==> src/rtl/cpu19_pkg.sv <==
// Shared encodings for the cpu19 cycle controller: opcodes, bus sources,
// fault codes and the sequencer state set.
package cpu19_pkg;

  localparam logic [4:0] OP_NOP  = 5'h00;
  localparam logic [4:0] OP_LDA  = 5'h01;
  localparam logic [4:0] OP_STA  = 5'h02;
  localparam logic [4:0] OP_ADD  = 5'h03;
  localparam logic [4:0] OP_JMP  = 5'h04;
  localparam logic [4:0] OP_CLA  = 5'h05;
  localparam logic [4:0] OP_INCA = 5'h06;
  localparam logic [4:0] OP_HLT  = 5'h07;

  localparam logic [2:0] BUS_NONE = 3'd0;
  localparam logic [2:0] BUS_PC   = 3'd1;
  localparam logic [2:0] BUS_AR   = 3'd2;
  localparam logic [2:0] BUS_IR   = 3'd3;
  localparam logic [2:0] BUS_DR   = 3'd4;
  localparam logic [2:0] BUS_AC   = 3'd5;
  localparam logic [2:0] BUS_MEM  = 3'd6;

  localparam logic [1:0] FC_NONE    = 2'd0;
  localparam logic [1:0] FC_ILLEGAL = 2'd1;
  localparam logic [1:0] FC_TIMEOUT = 2'd2;

  typedef enum logic [3:0] {
    ST_INIT,
    ST_IDLE,
    ST_F0,
    ST_F1,
    ST_D0,
    ST_E0,
    ST_E1,
    ST_HALT,
    ST_FAULT
  } state_e;

endpackage

==> src/rtl/cpu19_mem_wait_timer.sv <==
// Memory wait timer: cleared when a request state is entered, counts request
// cycles without an ack, and flags the last allowed request cycle.
module cpu19_mem_wait_timer #(
  parameter int MEM_TIMEOUT = 16
) (
  input  logic clk_i,
  input  logic rst_n_i,
  input  logic clr_i,
  input  logic cnt_i,
  output logic expire_o
);

  localparam int CW = (MEM_TIMEOUT > 1) ? $clog2(MEM_TIMEOUT) : 1;
  localparam logic [CW-1:0] LAST = CW'(MEM_TIMEOUT - 1);

  logic [CW-1:0] cnt_q;
  logic [CW-1:0] cnt_d;

  // Next count: clear wins, saturate at the last allowed cycle.
  always_comb begin
    cnt_d = cnt_q;
    if (clr_i) begin
      cnt_d = '0;
    end else if (cnt_i && (cnt_q != LAST)) begin
      cnt_d = cnt_q + CW'(1);
    end
  end

  // Count register.
  always_ff @(posedge clk_i or negedge rst_n_i) begin
    if (!rst_n_i) begin
      cnt_q <= '0;
    end else begin
      cnt_q <= cnt_d;
    end
  end

  // Count value N-1 marks request cycle N; the last one is MEM_TIMEOUT.
  assign expire_o = (cnt_q == LAST);

endmodule

==> src/rtl/cpu19_cycle_controller.sv <==
// Fetch/decode/execute sequencer for the 19-bit CPU datapath. Strobes are
// decoded from the registered state plus IR opcode and memory ack, so they
// fall as soon as the state register is reset.
module cpu19_cycle_controller
  import cpu19_pkg::*;
#(
  parameter int MEM_TIMEOUT = 16
) (
  input  logic       clk_i,
  input  logic       rst_n_i,
  input  logic       start_i,
  input  logic       stop_i,
  input  logic [4:0] ir_op_i,
  input  logic       mem_ack_i,
  output logic       pc_load_o,
  output logic       pc_inc_o,
  output logic       pc_clr_o,
  output logic       ar_load_o,
  output logic       ir_load_o,
  output logic       dr_load_o,
  output logic       ac_load_o,
  output logic       ac_inc_o,
  output logic       ac_clr_o,
  output logic       alu_add_o,
  output logic       mem_rd_o,
  output logic       mem_wr_o,
  output logic [2:0] bus_sel_o,
  output logic       halted_o,
  output logic       fault_o,
  output logic [1:0] fault_code_o
);

  state_e     state_q, state_d;
  logic [4:0] op_q;
  logic [1:0] fc_q, fc_d;
  logic       tmr_clr, tmr_cnt, tmr_expire;

  // A request state is being entered from elsewhere: restart the wait count.
  assign tmr_clr = ((state_d == ST_F1) && (state_q != ST_F1)) ||
                   ((state_d == ST_E0) && (state_q != ST_E0));
  assign tmr_cnt = ((state_q == ST_F1) || (state_q == ST_E0)) && !mem_ack_i;

  cpu19_mem_wait_timer #(
    .MEM_TIMEOUT(MEM_TIMEOUT)
  ) u_timer (
    .clk_i    (clk_i),
    .rst_n_i  (rst_n_i),
    .clr_i    (tmr_clr),
    .cnt_i    (tmr_cnt),
    .expire_o (tmr_expire)
  );

  // Next-state and strobe decode.
  always_comb begin
    state_d   = state_q;
    fc_d      = FC_NONE;
    pc_load_o = 1'b0;
    pc_inc_o  = 1'b0;
    pc_clr_o  = 1'b0;
    ar_load_o = 1'b0;
    ir_load_o = 1'b0;
    dr_load_o = 1'b0;
    ac_load_o = 1'b0;
    ac_inc_o  = 1'b0;
    ac_clr_o  = 1'b0;
    alu_add_o = 1'b0;
    mem_rd_o  = 1'b0;
    mem_wr_o  = 1'b0;
    bus_sel_o = BUS_NONE;
    halted_o  = 1'b0;
    fault_o   = 1'b0;
    unique case (state_q)
      ST_INIT: begin
        pc_clr_o = 1'b1;
        ac_clr_o = 1'b1;
        state_d  = ST_IDLE;
      end
      ST_IDLE: begin
        // STOP beats START while idle.
        if (!stop_i && start_i) state_d = ST_F0;
      end
      ST_F0: begin
        if (stop_i) begin
          state_d = ST_IDLE;
        end else begin
          bus_sel_o = BUS_PC;
          ar_load_o = 1'b1;
          state_d   = ST_F1;
        end
      end
      ST_F1: begin
        mem_rd_o  = 1'b1;
        bus_sel_o = BUS_MEM;
        if (mem_ack_i) begin
          ir_load_o = 1'b1;
          pc_inc_o  = 1'b1;
          state_d   = ST_D0;
        end else if (tmr_expire) begin
          fc_d    = FC_TIMEOUT;
          state_d = ST_FAULT;
        end
      end
      ST_D0: begin
        case (ir_op_i)
          OP_NOP: state_d = ST_F0;
          OP_LDA, OP_STA, OP_ADD: begin
            bus_sel_o = BUS_IR;
            ar_load_o = 1'b1;
            state_d   = ST_E0;
          end
          OP_JMP: begin
            bus_sel_o = BUS_IR;
            pc_load_o = 1'b1;
            state_d   = ST_F0;
          end
          OP_CLA: begin
            ac_clr_o = 1'b1;
            state_d  = ST_F0;
          end
          OP_INCA: begin
            ac_inc_o = 1'b1;
            state_d  = ST_F0;
          end
          OP_HLT: state_d = ST_HALT;
          default: begin
            fc_d    = FC_ILLEGAL;
            state_d = ST_FAULT;
          end
        endcase
      end
      ST_E0: begin
        // Operand access uses the opcode captured in D0.
        if (op_q == OP_STA) begin
          mem_wr_o  = 1'b1;
          bus_sel_o = BUS_AC;
        end else begin
          mem_rd_o  = 1'b1;
          bus_sel_o = BUS_MEM;
        end
        if (mem_ack_i) begin
          if (op_q == OP_STA) begin
            state_d = ST_F0;
          end else begin
            dr_load_o = 1'b1;
            state_d   = ST_E1;
          end
        end else if (tmr_expire) begin
          fc_d    = FC_TIMEOUT;
          state_d = ST_FAULT;
        end
      end
      ST_E1: begin
        bus_sel_o = BUS_DR;
        ac_load_o = 1'b1;
        alu_add_o = (op_q == OP_ADD);
        state_d   = ST_F0;
      end
      ST_HALT: begin
        halted_o = 1'b1;
        if (start_i && !stop_i) state_d = ST_F0;
      end
      ST_FAULT: begin
        fault_o = 1'b1;
      end
      default: state_d = ST_INIT;
    endcase
  end

  assign fault_code_o = (state_q == ST_FAULT) ? fc_q : FC_NONE;

  // State, latched opcode and fault cause.
  always_ff @(posedge clk_i or negedge rst_n_i) begin
    if (!rst_n_i) begin
      state_q <= ST_INIT;
      op_q    <= OP_NOP;
      fc_q    <= FC_NONE;
    end else begin
      state_q <= state_d;
      if (state_q == ST_D0) op_q <= ir_op_i;
      if ((state_d == ST_FAULT) && (state_q != ST_FAULT)) fc_q <= fc_d;
    end
  end

endmodule

==> config.mk <==
export PLATFORM = sky130hd
export DESIGN_NAME = cpu19_cycle_controller
export DESIGN_NICKNAME = d
export VERILOG_FILES = /design/src/rtl/cpu19_pkg.sv /design/src/rtl/cpu19_mem_wait_timer.sv /design/src/rtl/cpu19_cycle_controller.sv
export SDC_FILE = /design/constraint.sdc
export NUM_CORES = 1
export LEC_CHECK = 0
export CAP_MARGIN = 40
export CORE_MARGIN = 1
export CORE_UTILIZATION = 25
export DETAILED_ROUTE_END_ITERATION = 16
export PLACE_DENSITY = 0.52
export SLEW_MARGIN = 15
export SYNTH_ARGS = -nofsm -noshare
export SYNTH_HDL_FRONTEND = slang
export SYNTH_HIERARCHICAL = 1
export SYNTH_SLANG_ARGS = --single-unit
==> constraint.sdc <==
create_clock -name clk_i -period 1.84 [get_ports clk_i]
set_clock_uncertainty 0.05 [all_clocks]
set_input_delay 0.46 -clock clk_i [delete_from_list [all_inputs] [get_ports clk_i]]
set_output_delay 0.46 -clock clk_i [all_outputs]
set_load 0.005 [all_outputs]
==> flow_metrics.tcl <==
set metrics [dict create \
    synthesis.instances 114 \
    ant_nets 0 \
    rsz0062_at_grt "true" \
    crit_required_ns 1.33 \
    grt_max_degree 16 \
    syn_area_per_cell_um2 9.11 \
    dp_slack_ns -0.794 \
    ys_seq_elements 15 \
    drt_pass1_iterations 4 \
    n_antenna_cell 0 \
    start_util_pct 26.0 \
    tightestPinTransition_ns 0.290 \
    final.min_clock_period_ns 2.34 \
    numCtsBuffers 3 \
    drt-wirelength-per-cell_um 13.6 \
    r2r_slack_ns -0.18 \
    drc 0 \
    peakVddDrop_uv 577 \
    grt_usage_pct 16.0 \
    critPathCaptureType "output port" \
    grt_pass1_wl_mm 5.41 \
    hold_violations 0 \
    nNetsFinal 223 \
    failed_checks "setup timing" \
    criticalPathCategory "reg2out" \
    die_x_um 66.5 \
    synthesis.area_um2 1040 \
    fp-row-count 23 \
    design_area_um2 2200 \
    clkSinkCount 15 \
    place_area_um2 1640 \
    areaGrowthSynthToFinish_pct 112 \
    cellPowerDensity_nw_per_um2 1310 \
    setup_ws_ns -0.497 \
    leakage_nw 1.06 \
    grt_pass1_vias 1218 \
    crit_path_start_kind "flop" \
    slew_violations 0 \
    grt-ovfl-total 0 \
    io_buffers 28 \
    core_area_um2 4000 \
    ios 29 \
    cts_max_path_buffers 2 \
    grt.met2_usage_pct 28.8 \
    antenna_found_initial 0 \
    yosysTopAreaCell "dfrtp_1" \
    routed_wl_mm 3.55 \
    clk_pin_slew_ns 0.07 \
    ys_top_cells_by_area "dfrtp_1 36%, mux2_2 5.4%, nor2_1 4.3%" \
    gp_routability_congestion 0.781 \
    run_status "finished, violations left" \
    fp.dieArea_um2 4420 \
    die_h_um 66.5 \
    cts_hold_buf 0 \
    insertion_delay_ns 0.24 \
    cts_tree "yes" \
    synthDistinctLibCells 41 \
    yosysSeqAreaShare_pct 36.1 \
    gr-max-usage-layer "met2" \
    yosys_warnings 6 \
    maxSlewHeadroom_pct 80.5 \
    hold_path_class "reg2reg" \
    grt_use_met3_pct 2.05 \
    yosysTopAreaCellShare_pct 36.1 \
    dp_hpwl_mm 2.22 \
    setup_viol_count_final 23 \
    synth_nets 125 \
    ctsHtreeMaxLevel 1 \
    max_freq_mhz 428 \
    path_max_fanout 7 \
    cap_violations 0 \
    num_vias 1217 \
    clockRootBuffer "clkbuf_8" \
    via_per_inst 4.66 \
    arrival_ns 1.83 \
    gr-usage-met1_pct 19.5 \
    drive_above_1_share_pct 64.9 \
    period_share_pct 127 \
    drt_iter0_markers 46 \
]
## final cells by class
type	count	area, um2
Clock inverter	1	5.00
Timing Repair Buffer	99	867
Multi-Input combinational cell	86	823
Tap cell	50	62.6
Fill cell	357	1800
Sequential cell	15	378
Inverter	7	26.3
Clock buffer	3	41.3
## layout by cell type (no fill, tap or decap), types with 2 or more instances in the layout
cell type	synthesis	layout
a21o_1	4	3
a21oi_1	5	5
and2_4	0	2
and3_4	1	2
buf_2	1	10
buf_4	2	45
buf_6	0	33
clkbuf_8	0	3
clkdlybuf4s50_1	0	7
dfrtp_1	15	13
dfrtp_2	0	2
dlygate4sd2_1	0	2
inv_1	7	7
mux2_2	5	4
mux2_4	1	2
nand2_1	10	6
nand2_4	0	3
nand2b_4	0	5
nor2_1	12	8
nor2_4	0	3
nor2b_1	2	2
nor3_2	1	4
nor4b_4	1	3
o21ai_0	4	4
## path summary, 6_finish.rpt
| check | cells after the start | startpoint | endpoint |
|---|---|---|---|
| setup / recovery | 10 | state_q[0] | bus_sel_o[1] |
| hold / removal | 1 | fc_q[0] | fc_q[0] |
| min in group asynchronous | 2 | rst_n_i | fc_q[0] |
| setup reg to reg | 8 | state_q[0] | u_timer/cnt_q[0] |
| max in group asynchronous | 2 | rst_n_i | state_q[1] |
| hold reg to reg | 1 | fc_q[0] | fc_q[0] |
## timing repair
action | CTS | global route
gates cloned | 1 | 0
setup buffers | 22 | 14
resized for setup | 121 | 34
pin swaps | 19 | 11
setup endpoints to repair | 22 | 24
## synth_stat cells (all sizes together)
master	n
dfrtp	15
nor2	12
nand2	10
inv	7
mux2	6
nand2b	6
nor3	6
a21oi	5
a21o	4
nor4b	4
o21ai	4
and3	3
buf	3
clkbuf	3
nor2b	3
and2	2
nor4	2
xnor2	2
a211oi	1
a22oi	1
a311o	1
a311oi	1
a41o	1
and4b	1
ha	1
maj3	1
mux2i	1
nand3b	1
nand4	1
nor3b	1
o211ai	1
o21a	1
o221ai	1
o32a	1
or2	1
## cells by family (layout without fill, tap and decap cells)
group	Yosys count	after routing	synth area share (%)
buf+inv	13	110	5.54
compound gates	22	22	14.8
fa+ha+maj	2	2	2.17
flops	15	15	36.1
simple gates	53	53	31.8
mux	7	7	7.83
xor+xnor	2	2	1.69
## routing by layer
| layer | wire length (um) | part of all wire [%] |
|---|---|---|
| met1 | 1550 | 44 |
| met2 | 1820 | 51 |
| met3 | 127 | 3.6 |
| met4 | 51 | 1.4 |
| met5 | 0 | 0 |
## flip-flops by register name, indices dropped and copies added (netlist names)
register       count
state_q            4
op_q               5
fc_q               2
u_timer/cnt_q      4
## stage by stage
step | cells | power [mW] | hold WS [ns] | TNS (ns) | utilization [%]
floorplan | 114 | 1.19 | 0.114 | -0.484 | -
global placement | 224 | 1.83 | 0.404 | -9.57 | 40.9
detailed placement | 224 | 1.86 | 0.423 | -9.99 | 40.9
CTS | 250 | 2.55 | 0.448 | -5.74 | 50.4
global route | 261 | 3.08 | 0.466 | -8.83 | 55.1
finish | 261 | 2.89 | 0.444 | -6.99 | 55.1
## critical path, cell delays in order (launching register included)
cell	delay [ns]
dfrtp_1	0.40
buf_4	0.15
buf_6	0.12
buf_8	0.12
buf_4	0.14
nand2b_4	0.07
a311oi_2	0.04
buf_4	0.16
buf_6	0.11
a21o_1	0.15
buf_2	0.12
## report_power, final
part | internal, mW | switching, mW
clock network | 0.150 | 0.123
registers | 0.475 | 0.119
logic | 1.22 | 0.803
total | 1.84 | 1.04
Power figures use the tool's default switching activity.
